File: config.mk
export PLATFORM = sky130hd
export DESIGN_NAME = disp_scan_ctrl
export DESIGN_NICKNAME = d
export VERILOG_FILES = /design/src/rtl/disp_scan_ctrl.sv
export SDC_FILE = /design/constraint.sdc
export NUM_CORES = 1
export LEC_CHECK = 0
export ABC_AREA = 1
export CAP_MARGIN = 0
export CORE_ASPECT_RATIO = 1.25
export CORE_MARGIN = 4
export CORE_UTILIZATION = 35
export DETAILED_ROUTE_END_ITERATION = 6
export HOLD_SLACK_MARGIN = 0.12
export REMOVE_ABC_BUFFERS = 1
export SYNTH_ARGS = -nofsm -noshare
export SYNTH_HDL_FRONTEND = slang
export SYNTH_SLANG_ARGS = --single-unit
File: constraint.sdc
create_clock -name clk -period 7.5 [get_ports clk]
set_input_delay 1.875 -clock clk [delete_from_list [all_inputs] [get_ports clk]]
set_output_delay 1.875 -clock clk [all_outputs]
set_load 0.02 [all_outputs]
File: src/rtl/disp_scan_ctrl.sv
// Scan-index/blink generator holding double-buffered display registers; committed values swap in at the 3->0 frame edge.
// Latency: writes show on the outputs at the next frame edge, or one clk later when scan_en=0; no backpressure, so writes are always accepted.
module disp_scan_ctrl #(
    parameter int SCAN_DIV  = 50000,
    parameter int FLASH_DIV = 12500000
) (
    input  logic        clk,
    input  logic        rst,
    input  logic        scan_en,
    input  logic        wr_en,
    input  logic [31:0] wr_data,
    input  logic [3:0]  wr_blink,
    input  logic [3:0]  wr_point,
    output logic [31:0] disp_num,
    output logic [3:0]  blinking,
    output logic [3:0]  pointing,
    output logic [1:0]  Scanning,
    output logic        flash_clk,
    output logic        frame_tick,
    output logic        pending
);

    localparam int SCAN_W  = $clog2(SCAN_DIV);
    localparam int FLASH_W = $clog2(FLASH_DIV);
    localparam logic [SCAN_W-1:0]  SCAN_LAST  = SCAN_W'(SCAN_DIV - 1);
    localparam logic [FLASH_W-1:0] FLASH_LAST = FLASH_W'(FLASH_DIV - 1);

    typedef struct packed {
        logic [31:0] num;
        logic [3:0]  blink;
        logic [3:0]  point;
    } disp_t;

    logic [SCAN_W-1:0]  scan_cnt;
    logic [FLASH_W-1:0] flash_cnt;
    logic               scan_wrap;
    logic               frame_edge;
    logic               flash_wrap;
    disp_t              wr_word;
    disp_t              shadow;
    disp_t              live;

    assign wr_word    = {wr_data, wr_blink, wr_point};
    assign scan_wrap  = scan_en && (scan_cnt == SCAN_LAST);
    assign frame_edge = scan_wrap && (Scanning == 2'd3);
    assign flash_wrap = (flash_cnt == FLASH_LAST);

    assign disp_num = live.num;
    assign blinking = live.blink;
    assign pointing = live.point;

    // Digit scan: scan_en=0 freezes both the slot counter and the digit index.
    always_ff @(posedge clk or posedge rst) begin
        if (rst) begin
            scan_cnt   <= '0;
            Scanning   <= 2'd0;
            frame_tick <= 1'b0;
        end else begin
            frame_tick <= frame_edge;
            if (scan_en) begin
                if (scan_wrap) begin
                    scan_cnt <= '0;
                    Scanning <= Scanning + 2'd1;
                end else begin
                    scan_cnt <= scan_cnt + SCAN_W'(1);
                end
            end
        end
    end

    // Blink clock runs regardless of scan_en so its phase never drifts.
    always_ff @(posedge clk or posedge rst) begin
        if (rst) begin
            flash_cnt <= '0;
            flash_clk <= 1'b0;
        end else if (flash_wrap) begin
            flash_cnt <= '0;
            flash_clk <= ~flash_clk;
        end else begin
            flash_cnt <= flash_cnt + FLASH_W'(1);
        end
    end

    // Commit uses the old shadow, so a write landing on the frame edge
    // queues behind the value being committed.
    always_ff @(posedge clk or posedge rst) begin
        if (rst) begin
            shadow  <= '0;
            live    <= '0;
            pending <= 1'b0;
        end else if (wr_en && !scan_en) begin
            shadow  <= wr_word;
            live    <= wr_word;
            pending <= 1'b0;
        end else begin
            if (frame_edge && pending) begin
                live <= shadow;
            end
            if (wr_en) begin
                shadow  <= wr_word;
                pending <= 1'b1;
            end else if (frame_edge) begin
                pending <= 1'b0;
            end
        end
    end

endmodule

==> results.sh <==
export IMPL_status="finished, final reports clean"
export IMPL_timing_final_crit_share=0.6695
export IMPL_r2r_end="disp_num[24]"
export IMPL_post_cts_resized=0
export IMPL_dpl_hpwl_mm=9.927
export IMPL_cts_root_buf="clkbuf_16"
export IMPL_postCtsHoldBufs=0
export IMPL_drtIter0Drc=310
export IMPL_dr_pass1_iters=5
export IMPL_syn_area_um2=6133
export IMPL_reg2reg_slack_ns=5.08
export IMPL_finalPower_mw=1.919
export IMPL_r2r_start="scan_cnt[1]"
export IMPL_drv_cap=0
export IMPL_io_pins=89
export IMPL_wl_per_cell_um=13.15
export IMPL_grtUsageTotal=0.1568
export IMPL_diodes=0
export IMPL_fmax_mhz=199.2
export IMPL_hold_class="register to register"
export IMPL_postSynthAreaPerCell_um2=7.657
export IMPL_clock_sinks=125
export IMPL_overflow=0
export IMPL_p_per_area_nw_per_um2=247.7
export IMPL_htreeDepth=4
export IMPL_die_x_um=126.4
export IMPL_ys_seq_area_frac=0.5100
export IMPL_start_util=0.3599
export IMPL_holdPathStages=1
export IMPL_hp_start="flash_cnt[0]"
export IMPL_rsz0062_at_grt="no"
export IMPL_gp_congestion=0.8765
export IMPL_drt_wl_total_mm=14.62
export IMPL_vias=5167
export IMPL_slowest_delay_ns=0.90
export IMPL_start_kind="primary input"
export IMPL_final_min_clock_period_ns=5.021
export IMPL_reg2regPathDepth=9
export IMPL_slew_violations=0
export IMPL_path_class="primary input to register"
export IMPL_antenna_found_initial=0
export IMPL_max_clock_path_buffers=2
export IMPL_hold_viol_final=0
export IMPL_rows=53
export IMPL_critPathArrivalTime_ns=5.32
export IMPL_clock_latency_ns=0.42
export IMPL_tritoncts="built"
export IMPL_cts_setup_buffers=0
export IMPL_die_area_um2=19720
export IMPL_final_area_um2=7746
export IMPL_path_cells="clkdlybuf4s50_1, inv_2, nor2_4, inv_2, buf_4, nand2_4, nand2_1, nand2_1"
export IMPL_ys_types=28
export IMPL_fin_cells=1112
export IMPL_grt_pass1_vias=5169
export IMPL_layout_drive_gt1_share=0.04933
export IMPL_post_place_cells=1081
export IMPL_io_buffers=88
export IMPL_cp_slowest_cell="clkdlybuf4s50_1"
export IMPL_grt_max_degree=90
export IMPL_crit_fanout=89
export IMPL_setup_viol=0
export IMPL_utilization=0.4545
export IMPL_fin_tns_setup_ns=0
export IMPL_holdPathEnd="flash_cnt[0]"
export IMPL_leakage_nw=3.832
export IMPL_grt_pass1_wl_mm=25.29
export IMPL_clkTransAtPathRegs_ns=0.05
export IMPL_peakVddDrop_v=0.0001684
export IMPL_drc=0
export IMPL_fin_skew_ns=0.008007
export IMPL_via_per_inst=4.647
export IMPL_slew_headroom=0.3657
export IMPL_fin_nets=927
export IMPL_ant_nets=0
export IMPL_syn_to_final_growth_pct=26.30
export IMPL_yosys_warnings=0
export IMPL_coreArea_um2=17040
export IMPL_fillerInstances=1695
export IMPL_tightest_slew_ns=0.9515
export IMPL_cp_required_ns=7.80
export IMPL_place_area_um2=7149
export IMPL_cp_end_kind="register"
export IMPL_cts_buffers_inserted=17
export IMPL_synth_seq_cells=125
export IMPL_synth_cells=801
export IMPL_die_y_um=156.0
## worst max-delay path, delay by kind of cell
kind | cells | cell delay [ns]
buf+inv | 4 | 2.45
simple gates | 4 | 0.96
## worst max path at each step
stage                from           end  slack (ns)  depth (start not counted)
detailed placement  wr_en  disp_num[24]        1.93                          8
global route        wr_en   disp_num[0]        1.98                          8
floorplan             rst   Scanning[0]        2.30                          1
CTS                 wr_en   disp_num[2]        2.37                          8
global placement    wr_en  disp_num[27]        1.99                          8
finish              wr_en   disp_num[2]        2.48                          8
## layer usage
metal / vias to the layer above / global-route usage / wire length (um)
met2: 102 / 0.2596 / 7193
met3: 23 / 0.04110 / 595
li1: 2673 / - / -
met4: 0 / 0.05621 / 257
met1: 2369 / 0.1983 / 6573
met5: - / 0 / 0
## per-stage QoR
stage | setup slack, ns | hold WS [ns]
6_report | 2.479 | 0.4598
5_1_grt | 1.979 | 0.4902
4_1_cts | 2.366 | 0.4660
3_5_place_dp | 1.925 | 0.4586
3_3_place_gp | 1.991 | 0.4543
2_1_floorplan | 2.297 | 0.4321
## sequential cells by signal, summed over array words and instances (netlist names)
name        count
pointing        4
flash_cnt      24
shadow         40
blinking        4
Scanning        2
flash_clk       1
disp_num       32
frame_tick      1
scan_cnt       16
pending         1
## logic make-up (layout without fill, tap and decap cells)
family          after synthesis  after routing  synth area share
simple gates                428            428            0.2942
buf+inv                     137            228           0.09118
flops                       125            125            0.5100
compound gates               92             92           0.07568
xor+xnor                     16             16           0.02285
fa+ha+maj                     3              3          0.006121
## cells in the mapped netlist
master / count / area share
clkbuf_1: 12 / 0.0073
buf_4: 2 / 0.0024
xor2_1: 13 / 0.019
a21oi_1: 4 / 0.0033
o22ai_1: 1 / 0.0010
o21ai_1: 13 / 0.011
dfrtp_1: 125 / 0.51
nor2_1: 72 / 0.044
nand4_1: 16 / 0.016
buf_1: 6 / 0.0037
nand3_1: 68 / 0.055
buf_2: 6 / 0.0049
nor2_4: 3 / 0.0055
a21boi_0: 1 / 0.0012
nand2_1: 255 / 0.16
nor3_1: 9 / 0.0073
nor3_2: 1 / 0.0016
inv_1: 102 / 0.062
o21ai_0: 73 / 0.060
ha_1: 3 / 0.0061
inv_2: 4 / 0.0024
nand2_4: 1 / 0.0018
nand4_4: 1 / 0.0035
clkinv_1: 1 / 0.00061
xnor2_1: 3 / 0.0043
buf_6: 4 / 0.0073
nor3b_1: 1 / 0.0012
nand3b_1: 1 / 0.0012
## power by group
group          total (mW)  switching, mW  internal (mW)
logic               0.289          0.162          0.128
clock network       0.831          0.310          0.521
registers           0.798         0.0543          0.744
total                1.92          0.526           1.39
## area by class of cell
type                            instances  area (um2)  area share
Sequential cell                       125        3128      0.4038
Clock inverter                         14       171.4     0.02213
Inverter                              107       404.1     0.05217
Timing Repair Buffer                   90       895.9      0.1157
Clock buffer                           17       425.4     0.05492
Multi-Input combinational cell        539        2446      0.3158
Tap cell                              220       275.3     0.03554
## cells in the final DEF (no fill, tap or decap)
cell and count:
o21ai_0 73, nor3_2 1, clkinv_2 3, nand3_1 68
inv_6 1, clkinv_1 1, nor2_1 72, buf_4 2
nor3b_1 1, o21ai_1 13, dfrtp_1 125, xor2_1 13
clkinvlp_4 3, inv_2 4, a21oi_1 4, nor2_4 3
inv_4 1, bufinv_16 3, nand3b_1 1, nand4_4 1
clkbuf_16 17, xnor2_1 3, o22ai_1 1, clkdlybuf4s50_1 88
nand2_1 255, nand4_1 16, inv_1 101, nor3_1 9
a21boi_0 1, nand2_4 1, ha_1 3, clkinv_4 4
Power figures use the tool's default switching activity.
==> patch 1, RTL diff (config.mk and constraints unchanged) <==
Reset style: synchronous (`rst`), changed in 3 clocked blocks.
--- a/src/rtl/disp_scan_ctrl.sv
+++ b/src/rtl/disp_scan_ctrl.sv
@@ -50,7 +50,7 @@
     assign pointing = live.point;
 
     // Digit scan: scan_en=0 freezes both the slot counter and the digit index.
-    always_ff @(posedge clk or posedge rst) begin
+    always_ff @(posedge clk) begin
         if (rst) begin
             scan_cnt   <= '0;
             Scanning   <= 2'd0;
@@ -69,7 +69,7 @@
     end
 
     // Blink clock runs regardless of scan_en so its phase never drifts.
-    always_ff @(posedge clk or posedge rst) begin
+    always_ff @(posedge clk) begin
         if (rst) begin
             flash_cnt <= '0;
             flash_clk <= 1'b0;
@@ -83,7 +83,7 @@
 
     // Commit uses the old shadow, so a write landing on the frame edge
     // queues behind the value being committed.
-    always_ff @(posedge clk or posedge rst) begin
+    always_ff @(posedge clk) begin
         if (rst) begin
             shadow  <= '0;
             live    <= '0;
Formal check against the unedited RTL: differs if rst is asserted again (counterexample within 4 cycles, from zero or initial values and one cycle with rst high); with rst held inactive, the same outputs for 10 cycles.
==> patch 1 against the original RTL <==
  * Setup slack better by 1300 ps
  * Critical endpoint is now pointing[0]
  * Power down 9.6%
  * Area after synthesis down 0.96%
  * Design area down 2.1%
  * Count of clock-buffer cells in the layout up 3
  * Largest power group unchanged
  * Sequential cell count unchanged
  * Critical path type unchanged
  * Wire length down 8.8%
  * Largest cell class is now multi-input gates
  * Non-clock buffer count up 1
==> patch 1: results (changes against the original RTL) <==
Yosys
  – Post-synthesis cell type count: 30 (+7.1%)
  – Post-synth top cells: 170 x nand2_1, 125 x dfxtp_1, 119 x inv_1
  – Avg Inst Size Synth: 7.03 um2 (-8.2%)
  – Xor/xnor cell area share of the yosys netlist: 1.44% (-0.84 points)
  – Compound-Gate Fraction of Synth Area: 15.7% (+8.1 points)
  – Synth Area in Adders: 0.618% (+0.0059 points)
  – Area contributors post-synth: dfxtp_1 41%, nand2_1 11%, a21oi_1 8.2%

Setup path
  – WP data arrival: 4080 ps (-1240 ps)
  – CP Max Fanout: 80 (-10%)
  – CP startpoint: scan_en

Cells and area
  – Clock buffers: 20 (+3)
  – Fin cells: 1,159 (+4.2%)
  – Number of sequential cells: 125 (unchanged)
  – Fraction of layout cells with a size suffix above 1: 9.27% (+4.3 points)
  – Multi-input gate count: 571 (+5.9%)
  – Fill cell count: 1,759 (+3.8%)
  – Seq/total area: 33.0% (-7.4 points)
  – Clock buf/inv share: 8.02% (+0.31 points)
  – Layout inverter count without the clock tree: 121 (+13%)
  – Plain + repair buffers: 91 (+1.1%)
  – Synth-to-Final Area Change: 24.9%
  – Nets: 974 (+5.1%)

Power
  – Peak supply drop: 0.000136 V (-20%)
  – Leakage Power: 3.28 nW (-14%)
  – NetSw: 0.409 mW (-22%)
  – Flop pwr share: 41.2% (-0.4 points)

Placed design
  – Placed cell count: 1,128 (+4.3%)
  – Place WS: 3270 ps (+1340 ps)
  – Placed Area: 6980 um2 (-2.4%)
  – Post-DP HPWL: 8.79 mm (-11%)
  – Placer Congestion: 0.866 (-1.2%)

GRT
  – All-Layer GR Usage: 14.0% (-1.7 points)
  – Vias in the first global route: 4,936 (-4.5%)
  – First-pass GRT wire length: 22.8 mm (-9.9%)

Detailed routing
  – Via count: 5,370 (+3.9%)
  – Initial drt markers: 289 (-6.8%)

STA
  – Fin Hold WS: 458 ps (-1.85 ps)
  – Final period util: 49.8% (-17 points)
  – Final Skew: 8.04 ps (+0.0343 ps)
  – Worst rel slew slack: 30.1% (-6.5 points)

Worst hold path
  – HP Start: flash_cnt[0]

Outcome
  – Status: finished clean
## patch 1: cell types whose count changed after synthesis, moves of 15 or more
cell | before | now
nor2_1 | 72 | 104
a21oi_1 | 4 | 99
dfrtp_1 | 125 | 0
nand3_1 | 68 | 20
nand3_2 | 0 | 40
o21ai_0 | 73 | 88
inv_1 | 102 | 119
dfxtp_1 | 0 | 125
nand2_1 | 255 | 170
## patch 1: layer usage
| metal | vias to the layer above | GRT usage [%] | part of all wire, % |
|---|---|---|---|
| met5 | - | 0 | 0 |
| met1 | 2386 | 17.7 | 48 |
| met2 | 99 | 22.6 | 46 |
| met3 | 16 | 4.22 | 4.5 |
| li1 | 2869 | - | - |
| met4 | 0 | 5.11 | 1.5 |
## patch 1: worst max-delay path, cell delays in order
cell and delay, ps:
clkdlybuf4s50_1 600, nand2_2 140, clkinv_2 60, nand2_2 90
nor2_4 50, nand4_4 70, buf_4 780, a21oi_1 190
nor2_1 140
==> patch 2, RTL diff (same settings) <==
Made on the original files. `SCAN_DIV`: 50000 -> 25000.
--- a/src/rtl/disp_scan_ctrl.sv
+++ b/src/rtl/disp_scan_ctrl.sv
@@ -1,7 +1,7 @@
 // Scan-index/blink generator holding double-buffered display registers; committed values swap in at the 3->0 frame edge.
 // Latency: writes show on the outputs at the next frame edge, or one clk later when scan_en=0; no backpressure, so writes are always accepted.
 module disp_scan_ctrl #(
-    parameter int SCAN_DIV  = 50000,
+    parameter int SCAN_DIV  = 25000,
     parameter int FLASH_DIV = 12500000
 ) (
     input  logic        clk,
Behaviour: no difference found for any inputs over 10 cycles, from zero or initial values and one cycle with rst high; that may be too few to reach the edited logic, so the function may still have changed.
==> patch 2 against the original RTL <==
  * Register-to-register slack got worse by 20 ps
  * Non-clock buffer count increased by 1
  * Critical path depth is 2 higher
  * Design area shrank 1.9%
  * Via count is 1.1% lower
  * Power shrank 1.5%
  * Clock skew grew 0.91 ps
  * Setup slack better by 730 ps
  * Wire length is 2.5% lower
  * Sequential cell count shrank 1
  * Area after synthesis decreased by 1.8%
  * Sequential power rose by 1%
  * Largest cell class unchanged
==> patch 2: results (changes against the original RTL) <==
Yosys
  – Synth Area in Adders: 0.623% (+0.011 points)
  – Area contributors post-synth: dfrtp_1 52%, nand2_1 16%, o21ai_0 7.1%
  – Register area share after synthesis: 51.5% (+0.51 points)
  – Post-synthesis cell type count: 26 (-7.1%)
  – Xor/xnor cell area share of the yosys netlist: 2.04% (-0.25 points)
  – Avg Inst Size Synth: 7.67 um2 (+0.23%)
  – Post-synth top cells: 250 x nand2_1, 124 x dfrtp_1, 90 x inv_1

Setup path
  – RR Endpoint: disp_num[9]
  – R2R Path Start: scan_cnt[0]
  – WP data arrival: 4590 ps (-730 ps)
  – CP Max Fanout: 88 (-1.1%)

Detailed routing
  – Wl on met1: 6.66 mm (+1.2%)
  – Detailed Routing Iterations Pass 1: 4 (-1)
  – Initial drt markers: 266 (-14%)
  – DR WL met2: 6.88 mm (-4.4%)
  – Wire per inst: 13.0 um (-1.3%)
  – Met3 routed wirelength: 512 um (-14%)

GRT
  – Largest net degree at the start of global routing: 89 (-1.1%)
  – GR Util met1: 20.2% (+0.39 points)
  – First-pass GRT wire length: 24.7 mm (-2.5%)

Cells and area
  – Nets: 912 (-1.6%)
  – Fraction of layout cells with a size suffix above 1: 4.90% (-0.035 points)

Placed design
  – Placed Area: 7050 um2 (-1.4%)
  – Place WS: 2750 ps (+823 ps)

Power
  – Leakage Power: 3.70 nW (-3.6%)

Outcome
  – Status: finished clean
## patch 2: power breakdown
part	switching [mW]	internal, mW	total [mW]
clock	0.286	0.464	0.749
combinational	0.189	0.142	0.331
sequential	0.0620	0.747	0.809
total	0.537	1.35	1.89
## patch 2: layout make-up
type / instances / area, um2
Clock buffer: 26 / 509
Fill cell: 1729 / 9250
Clock inverter: 6 / 35.0
Inverter: 95 / 359
Timing Repair Buffer: 91 / 903
Tap cell: 220 / 275
Sequential cell: 124 / 3100
Multi-Input combinational cell: 536 / 2410
## patch 2: how the worst max path moves through the flow
stage                  from           end  slack [ps]  cells past startpoint
global route          wr_en  disp_num[13]        2830                     10
floorplan               rst   Scanning[0]        2330                      1
global placement      wr_en   disp_num[3]        2790                     10
detailed placement  scan_en   pointing[3]        2750                      9
CTS                 scan_en  disp_num[13]        3180                      9
finish                wr_en  disp_num[11]        3210                     10
